===== src/rtl/vec_alu_pkg.sv =====
// vec_alu_pkg: shared opcodes, state encoding and binary16 constants for the vector ALU sequencer
package vec_alu_pkg;
    localparam int LANES = 16;
    localparam int FW    = 16;

    localparam logic [3:0] VADD = 4'b0000;
    localparam logic [3:0] VDOT = 4'b0001;
    localparam logic [3:0] SMUL = 4'b0010;
    localparam logic [3:0] SST  = 4'b0011;
    localparam logic [3:0] VLD  = 4'b0100;
    localparam logic [3:0] VST  = 4'b0101;
    localparam logic [3:0] SLL  = 4'b0110;
    localparam logic [3:0] SLH  = 4'b0111;
    localparam logic [3:0] J    = 4'b1000;
    localparam logic [3:0] NOP  = 4'b1111;

    localparam logic [FW-1:0] ONE  = 16'h3C00;
    localparam logic [FW-1:0] MAXF = 16'h7BFF;
    localparam logic [FW-1:0] ZERO = 16'h0000;

    typedef enum logic [1:0] {IDLE, RUN, DONE} state_t;
endpackage


===== src/rtl/fp16_lane.sv =====
// fp16_lane: combinational binary16 add / mul / mul-then-add lane, round toward zero, flush-to-zero, saturating
module fp16_lane
    import vec_alu_pkg::*;
(
    input  logic [FW-1:0] a,
    input  logic [FW-1:0] b,
    input  logic          sel_mul,
    input  logic [FW-1:0] acc_in,
    input  logic          mode_dot,
    output logic [FW-1:0] r
);
    function automatic logic [FW-1:0] cln(input logic [FW-1:0] x);
        return (x[14:10] == 5'd31) ? {x[15], MAXF[14:0]} : (x[14:10] == 5'd0) ? {x[15], ZERO[14:0]} : x;
    endfunction

    function automatic logic [FW-1:0] pack(input logic s, input logic signed [7:0] e, input logic [9:0] m);
        return (e > 8'sd30) ? {s, MAXF[14:0]} : (e < 8'sd1) ? {s, ZERO[14:0]} : {s, e[4:0], m};
    endfunction

    function automatic logic [FW-1:0] fmul(input logic [FW-1:0] x, input logic [FW-1:0] y);
        logic [FW-1:0] p, q;
        logic [21:0] m;
        logic signed [7:0] e;
        p = cln(x);
        q = cln(y);
        if (p[14:10] == 5'd0 || q[14:10] == 5'd0) return {p[15] ^ q[15], ZERO[14:0]};
        m = 22'({1'b1, p[9:0]}) * 22'({1'b1, q[9:0]});
        e = 8'(p[14:10]) + 8'(q[14:10]) - 8'd15 + 8'(m[21]);
        return pack(p[15] ^ q[15], e, m[21] ? m[20:11] : m[19:10]);
    endfunction

    // Smaller operand is aligned into a 43-bit field wide enough to keep every
    // shifted-out bit, so truncating the exact sum gives round-toward-zero.
    function automatic logic [FW-1:0] fadd(input logic [FW-1:0] x, input logic [FW-1:0] y);
        logic [FW-1:0] p, q, g, l;
        logic [42:0] s, t;
        logic [5:0] h;
        logic signed [7:0] e;
        p = cln(x);
        q = cln(y);
        g = (p[14:0] >= q[14:0]) ? p : q;
        l = (p[14:0] >= q[14:0]) ? q : p;
        if (l[14:10] == 5'd0) return g;
        t = {2'b01, l[9:0], 31'd0} >> (g[14:10] - l[14:10]);
        s = (g[15] == l[15]) ? {2'b01, g[9:0], 31'd0} + t : {2'b01, g[9:0], 31'd0} - t;
        if (s == '0) return ZERO;
        h = '0;
        for (int i = 0; i < 43; i++) if (s[i]) h = 6'(i);
        t = s << (6'd42 - h);
        e = 8'(g[14:10]) + 8'(h) - 8'd41;
        return pack(g[15], e, t[41:32]);
    endfunction

    always_comb begin
        r = mode_dot ? fadd(acc_in, fmul(a, b)) : sel_mul ? fmul(a, b) : fadd(a, b);
    end
endmodule


===== src/rtl/vec_alu_seq.sv =====
// vec_alu_seq: steps one shared fp16 lane across 16 lanes of a 256-bit vector op behind valid/ready handshakes
module vec_alu_seq
    import vec_alu_pkg::*;
(
    input  logic                clk,
    input  logic                rst,
    input  logic                in_valid,
    output logic                in_ready,
    input  logic [3:0]          in_opcode,
    input  logic [LANES*FW-1:0] in_op_1,
    input  logic [LANES*FW-1:0] in_op_2,
    output logic                out_valid,
    input  logic                out_ready,
    output logic [LANES*FW-1:0] out_result,
    output logic                out_err,
    output logic                busy
);
    state_t state, nxt;
    logic [3:0] cnt, opc;
    logic [LANES*FW-1:0] op_a, op_b, res;
    logic [FW-1:0] acc, lane_a, lane_b, lane_r;
    logic err, is_alu, take;

    assign is_alu = in_opcode == VADD || in_opcode == VDOT || in_opcode == SMUL;
    assign take   = state == IDLE && in_valid;
    assign lane_a = opc == SMUL ? op_a[FW-1:0] : op_a[{cnt, 4'd0} +: FW];
    assign lane_b = op_b[{cnt, 4'd0} +: FW];

    fp16_lane u_lane (
        .a        (lane_a),
        .b        (lane_b),
        .sel_mul  (opc == SMUL),
        .acc_in   (acc),
        .mode_dot (opc == VDOT),
        .r        (lane_r)
    );

    always_ff @(posedge clk or posedge rst) begin
        if (rst) state <= IDLE;
        else     state <= nxt;
    end

    always_comb begin
        nxt = state;
        if (take) nxt = is_alu ? RUN : DONE;
        if (state == RUN && cnt == 4'd15) nxt = DONE;
        if (state == DONE && out_ready) nxt = IDLE;
    end

    always_ff @(posedge clk or posedge rst) begin
        if (rst) begin
            cnt  <= '0;
            opc  <= VADD;
            op_a <= '0;
            op_b <= '0;
            res  <= '0;
            acc  <= ZERO;
            err  <= 1'b0;
        end else if (take) begin
            cnt  <= '0;
            opc  <= in_opcode;
            op_a <= in_op_1;
            op_b <= in_op_2;
            res  <= '0;
            acc  <= ZERO;
            err  <= !is_alu && in_opcode != NOP;
        end else if (state == RUN) begin
            cnt <= cnt + 4'd1;
            if (opc == VDOT) acc <= lane_r;
            else             res[{cnt, 4'd0} +: FW] <= lane_r;
        end
    end

    assign in_ready   = state == IDLE && !rst;
    assign out_valid  = state == DONE;
    assign busy       = state != IDLE;
    assign out_err    = err;
    assign out_result = opc == VDOT ? {{(LANES-1)*FW{1'b0}}, acc} : res;
endmodule


===== config.mk =====
export PLATFORM = sky130hd
export DESIGN_NAME = vec_alu_seq
export DESIGN_NICKNAME = d
export VERILOG_FILES = /design/src/rtl/vec_alu_pkg.sv /design/src/rtl/fp16_lane.sv /design/src/rtl/vec_alu_seq.sv
export SDC_FILE = /design/constraint.sdc
export NUM_CORES = 2
export LEC_CHECK = 0
export CORE_UTILIZATION = 30
export DETAILED_ROUTE_END_ITERATION = 16
export PLACE_DENSITY = 0.49
export REMOVE_ABC_BUFFERS = 1
export SYNTH_ARGS = -nofsm -noshare
export SYNTH_HDL_FRONTEND = slang
export SYNTH_HIERARCHICAL = 1
export SYNTH_SLANG_ARGS = --single-unit

===== constraint.sdc =====
create_clock -name clk -period 76.7 [get_ports clk]
set_clock_uncertainty 0.15 [all_clocks]
set_input_delay 15.34 -clock clk [delete_from_list [all_inputs] [get_ports clk]]
set_output_delay 15.34 -clock clk [all_outputs]
set_load 0.01 [all_outputs]

* Word-level counts from Yosys, hierarchy flattened *
Cells that the tools add are included.

word-level totals
  register bits after elaboration = 795
  memories kept = 0
  ROM bits = 0
  memory bits (writable) = 0
  output and inout bits = 260
  bits in latches = 0
  input port bits = 520

cells by class
  div/mod/pow operators = 0
  $lt $le $gt $ge = 8
  multiply operators = 1
  shifts and indexed selects = 8
  eq/ne operators = 15
  mux-type cells = 143
  reduce and logical (&&, ||, !) cells = 28
  add/subtract/negate cells = 17
  bitwise operators = 1

operators with widths
  cell                       count
  $mux 256                   4
  $shiftx 256x9->16          2
  $mux 16                    20
  $bwmux 256                 1
  $shift 16x10->256 const A  1
  $shiftx 16x10->256         1
  $mux 15                    14
  $mux 5                     32
  $mux 6                     26
  $add 42x43->43             2
  $logic_not 43->1           2
  $mux 43                    2
  $shl 43x6->42              2
  $shr 42x5->43              2
  $sub 42x43->43             2
  $mux 4                     18
  $logic_not 5->1            8
  $ge 15x15->1               2
  $gt 8x6->1 const B         3
  $lt 8x2->1 const B         3
  $mux 3                     8
  $mul 11x11->22             1
  $eq 5x5->1 const B         4
  $mux 2                     8
  other kinds (28)           53

* Longest topological paths before layout *
  depth after elaboration = 78
  depth in mapped cells = 114

* Hierarchy *
Netlist, hierarchy kept.

modules (own cells, without submodules)
  module       area each (um^2)  seq. area each (um^2)  instances  cells each
  vec_alu_seq  36387.4           19894.1                1          3825
  fp16_lane    21743.4           0.0                    1          3080

* Worst setup path after synthesis *
OpenSTA, ideal clock, no wires.

  path type = input port to output port
  start = input rst
  end = output in_ready
  slack = 45701 ps
  stages = 1
  arrival = 15509 ps
  data required time = 61210 ps
  cell sequence = nor2_1

on the way
  cells in the longest elaborated chain, start to end = 2

ends and longest elaborated chain
  element            RTL line           RTL
  start, declared    vec_alu_seq.sv:6   input logic rst,
  $logic_not 1->1    vec_alu_seq.sv:74  assign in_ready = state == IDLE && !rst;
  $logic_and 1x1->1  vec_alu_seq.sv:74
  end, declared      vec_alu_seq.sv:8   output logic in_ready,

No other way between the ends.

* Worst setup path in the final report *
Ends and elaborated chain as after synthesis.

==> flow_summary.ini <==
[grt]
antenna_found_initial = 100
grt-ovfl-total = 0
track_usage = 0.239
grt_max_degree = 226
first_global_vias = 53100
grt_first_pass_wirelength_um = 356000

[clock_tree]
clk_pin_slew_ns = 0.06
tritoncts = built
ctsHoldBuffers = 0
cts_setup_buffers = 0
clk_latency_ns = 0.71
cts_resized = 0
numCtsBuffers = 89
cts.sinks = 795
cts_max_path_buffers = 3
cts.root.buffer_cell = clkbuf_16
cts.htree.levels = 3

[setup_path]
reg2reg_depth = 79
criticalPathCategory = input port to primary output
reg2reg_slack_ns = 49.75
slowest_stage = clkdlybuf4s50_1
cp_slowest_stage_delay_ns = 0.58
cp_data_arrival_time_ns = 16.73
r2r_end = res[98]
end_kind = primary output
cp_max_fo = 2
required_ns = 61.21
critPathMostFrequentCell = clkdlybuf4s50_1
path_buf_inv = 2
start_kind = input port
path_cells = clkdlybuf4s50_1 -> nor2_1 -> clkdlybuf4s50_1
timing.rr.start = cnt[0]
crit_family = buffers and inverters

[synth]
ys_ff_latch = 795
ys_types = 143
ys_dominant_reg_cell = dfrtp_1
synth.avg_cell_area_um2 = 8.42
ys_seq_area_frac = 0.342
syn-cell-area_um2 = 58100
syn-instance-count = 6905
synth_edf_count = 0
synthArstFlopShare = 1.00
yosysWarnings = 6

[cells_and_area]
multi_input_area_um2 = 35300
fill_cells = 19900
nets = 8182
drive_gt1_frac = 0.0822
areaGrowthSynthToFinish_pct = 22.2
seq_area_um2 = 19900

[die]
die_w_um = 442
ios = 780
start_util = 0.302
fp.dieArea_um2 = 196000
rows = 161
design.core.area_um2 = 193000
die_h_um = 442

[drt]
drt_pass1_iterations = 6
postRouteAntennaNets = 0
wl_per_cell_um = 23.9
drtIter0Drc = 4921
via_per_inst = 5.36
routed_wl_um = 240000
num_vias = 53800
drc_errors = 0

[timing]
fmax_mhz = 31.0
rsz0062_at_grt = false
relSlewSlack = 0.145
totalNegativeSetupSlack_ns = 0
setup_viol = 0
drv_slew = 0
fin_ws_ns = 44.48
min_period_over_period = 0.420
post-route-min-period_ns = 32.22
final-hold-violation-count = 0
worst_pin_slew_ns = 1.28

[placement]
dpl_worst_slack_ns = 44.46
place_congestion = 0.914
numPortBuffers = 779
hpwl_um = 178000

[worst_hold_path]
hp-class = flip-flop to flip-flop
whs_path_depth = 2
worstHoldStart = op_b[180]
hold_path_end = op_b[180]

[flow_run]
drv_cap = 0

[status]
status = finished clean
-- worst max path at each step --
stage | end | cells after the start | slack, ns | from
floorplan | acc[0] | 1 | 38.89 | rst
detailed placement | in_ready | 3 | 44.46 | rst
global route | in_ready | 3 | 44.40 | rst
global placement | in_ready | 3 | 44.43 | rst
CTS | in_ready | 3 | 44.45 | rst
finish | in_ready | 3 | 44.48 | rst
-- layout make-up --
| type | instances | area share |
|---|---|---|
| Antenna cell | 35 | 0.00123 |
| Sequential cell | 795 | 0.280 |
| Timing Repair Buffer | 886 | 0.122 |
| Inverter | 255 | 0.0137 |
| Tap cell | 2526 | 0.0445 |
| Clock buffer | 137 | 0.0373 |
| Clock inverter | 25 | 0.00407 |
| Multi-Input combinational cell | 5375 | 0.497 |
-- metrics by stage --
| stage | util | hold slack (ns) | instance area (um2) | std cells |
|---|---|---|---|---|
| floorplan | - | 0.290 | 55900 | 6425 |
| global placement | 0.353 | 0.303 | 68000 | 9837 |
| detailed placement | 0.353 | 0.307 | 68000 | 9837 |
| CTS | 0.368 | 0.322 | 70900 | 9999 |
| global route | 0.369 | 0.335 | 71000 | 10000 |
| finish | 0.369 | 0.318 | 71000 | 10000 |
-- layer usage --
| layer | vias up | GRT usage | routed length, um |
|---|---|---|---|
| met5 | - | 0 | 540 |
| met4 | 76 | 0.0766 | 7130 |
| met3 | 363 | 0.0439 | 14500 |
| met2 | 1673 | 0.393 | 114000 |
| met1 | 26700 | 0.316 | 104000 |
| li1 | 25000 | - | - |
-- worst min-delay path, delay by kind of cell (launching register included) --
family | cells | cell delay, ns
flops | 1 | 0.33
simple gates | 2 | 0.10
-- synthesized netlist by cell type (all sizes together), types with 146 or more instances --
cell type	count	share of area
nor2	386	0.025
mux4	151	0.059
mux2i	238	0.042
and2	284	0.031
a21oi	275	0.024
a22o	146	0.022
inv	242	0.016
buf	213	0.021
nand2	2015	0.13
ha	176	0.038
nand3	173	0.015
clkbuf	267	0.017
dfrtp	795	0.34
o21ai	250	0.022
-- flip-flops by register name, indices dropped and copies added, names as in the netlist --
| name | cells |
|---|---|
| acc | 16 |
| state | 2 |
| op_b | 256 |
| out_err | 1 |
| op_a | 256 |
| opc | 4 |
| res | 256 |
| cnt | 4 |
-- layout by cell type, fill, tap and decap left out, types with 71 or more instances in the layout --
master,n
nand3_1,167
nor2_1,379
nand2_1,2014
and2_1,279
buf_4,100
o21ai_0,214
inv_1,237
ha_1,176
o211ai_1,71
a31oi_1,81
mux2i_1,232
a22o_1,146
clkbuf_16,92
a21oi_1,268
clkdlybuf4s50_1,779
nor3_1,77
mux4_2,151
dfrtp_1,791
fa_1,84
-- cell families (layout without fill, tap and decap cells) --
| logic type | count (synthesis) | in the layout | synth area share |
|---|---|---|---|
| other | 0 | 35 | 0 |
| DFF | 795 | 795 | 0.342 |
| adders and majority gates | 260 | 260 | 0.0668 |
| and+or+nand+nor | 3234 | 3234 | 0.245 |
| AOI/OAI and AO/OA | 1347 | 1347 | 0.166 |
| buffers and inverters | 735 | 1303 | 0.0546 |
| muxes | 435 | 435 | 0.109 |
| xor gates and xnor gates | 99 | 99 | 0.0169 |
Power is not shown: default switching activity piles up to over one toggle a cycle in this logic, so the estimate is an artifact.
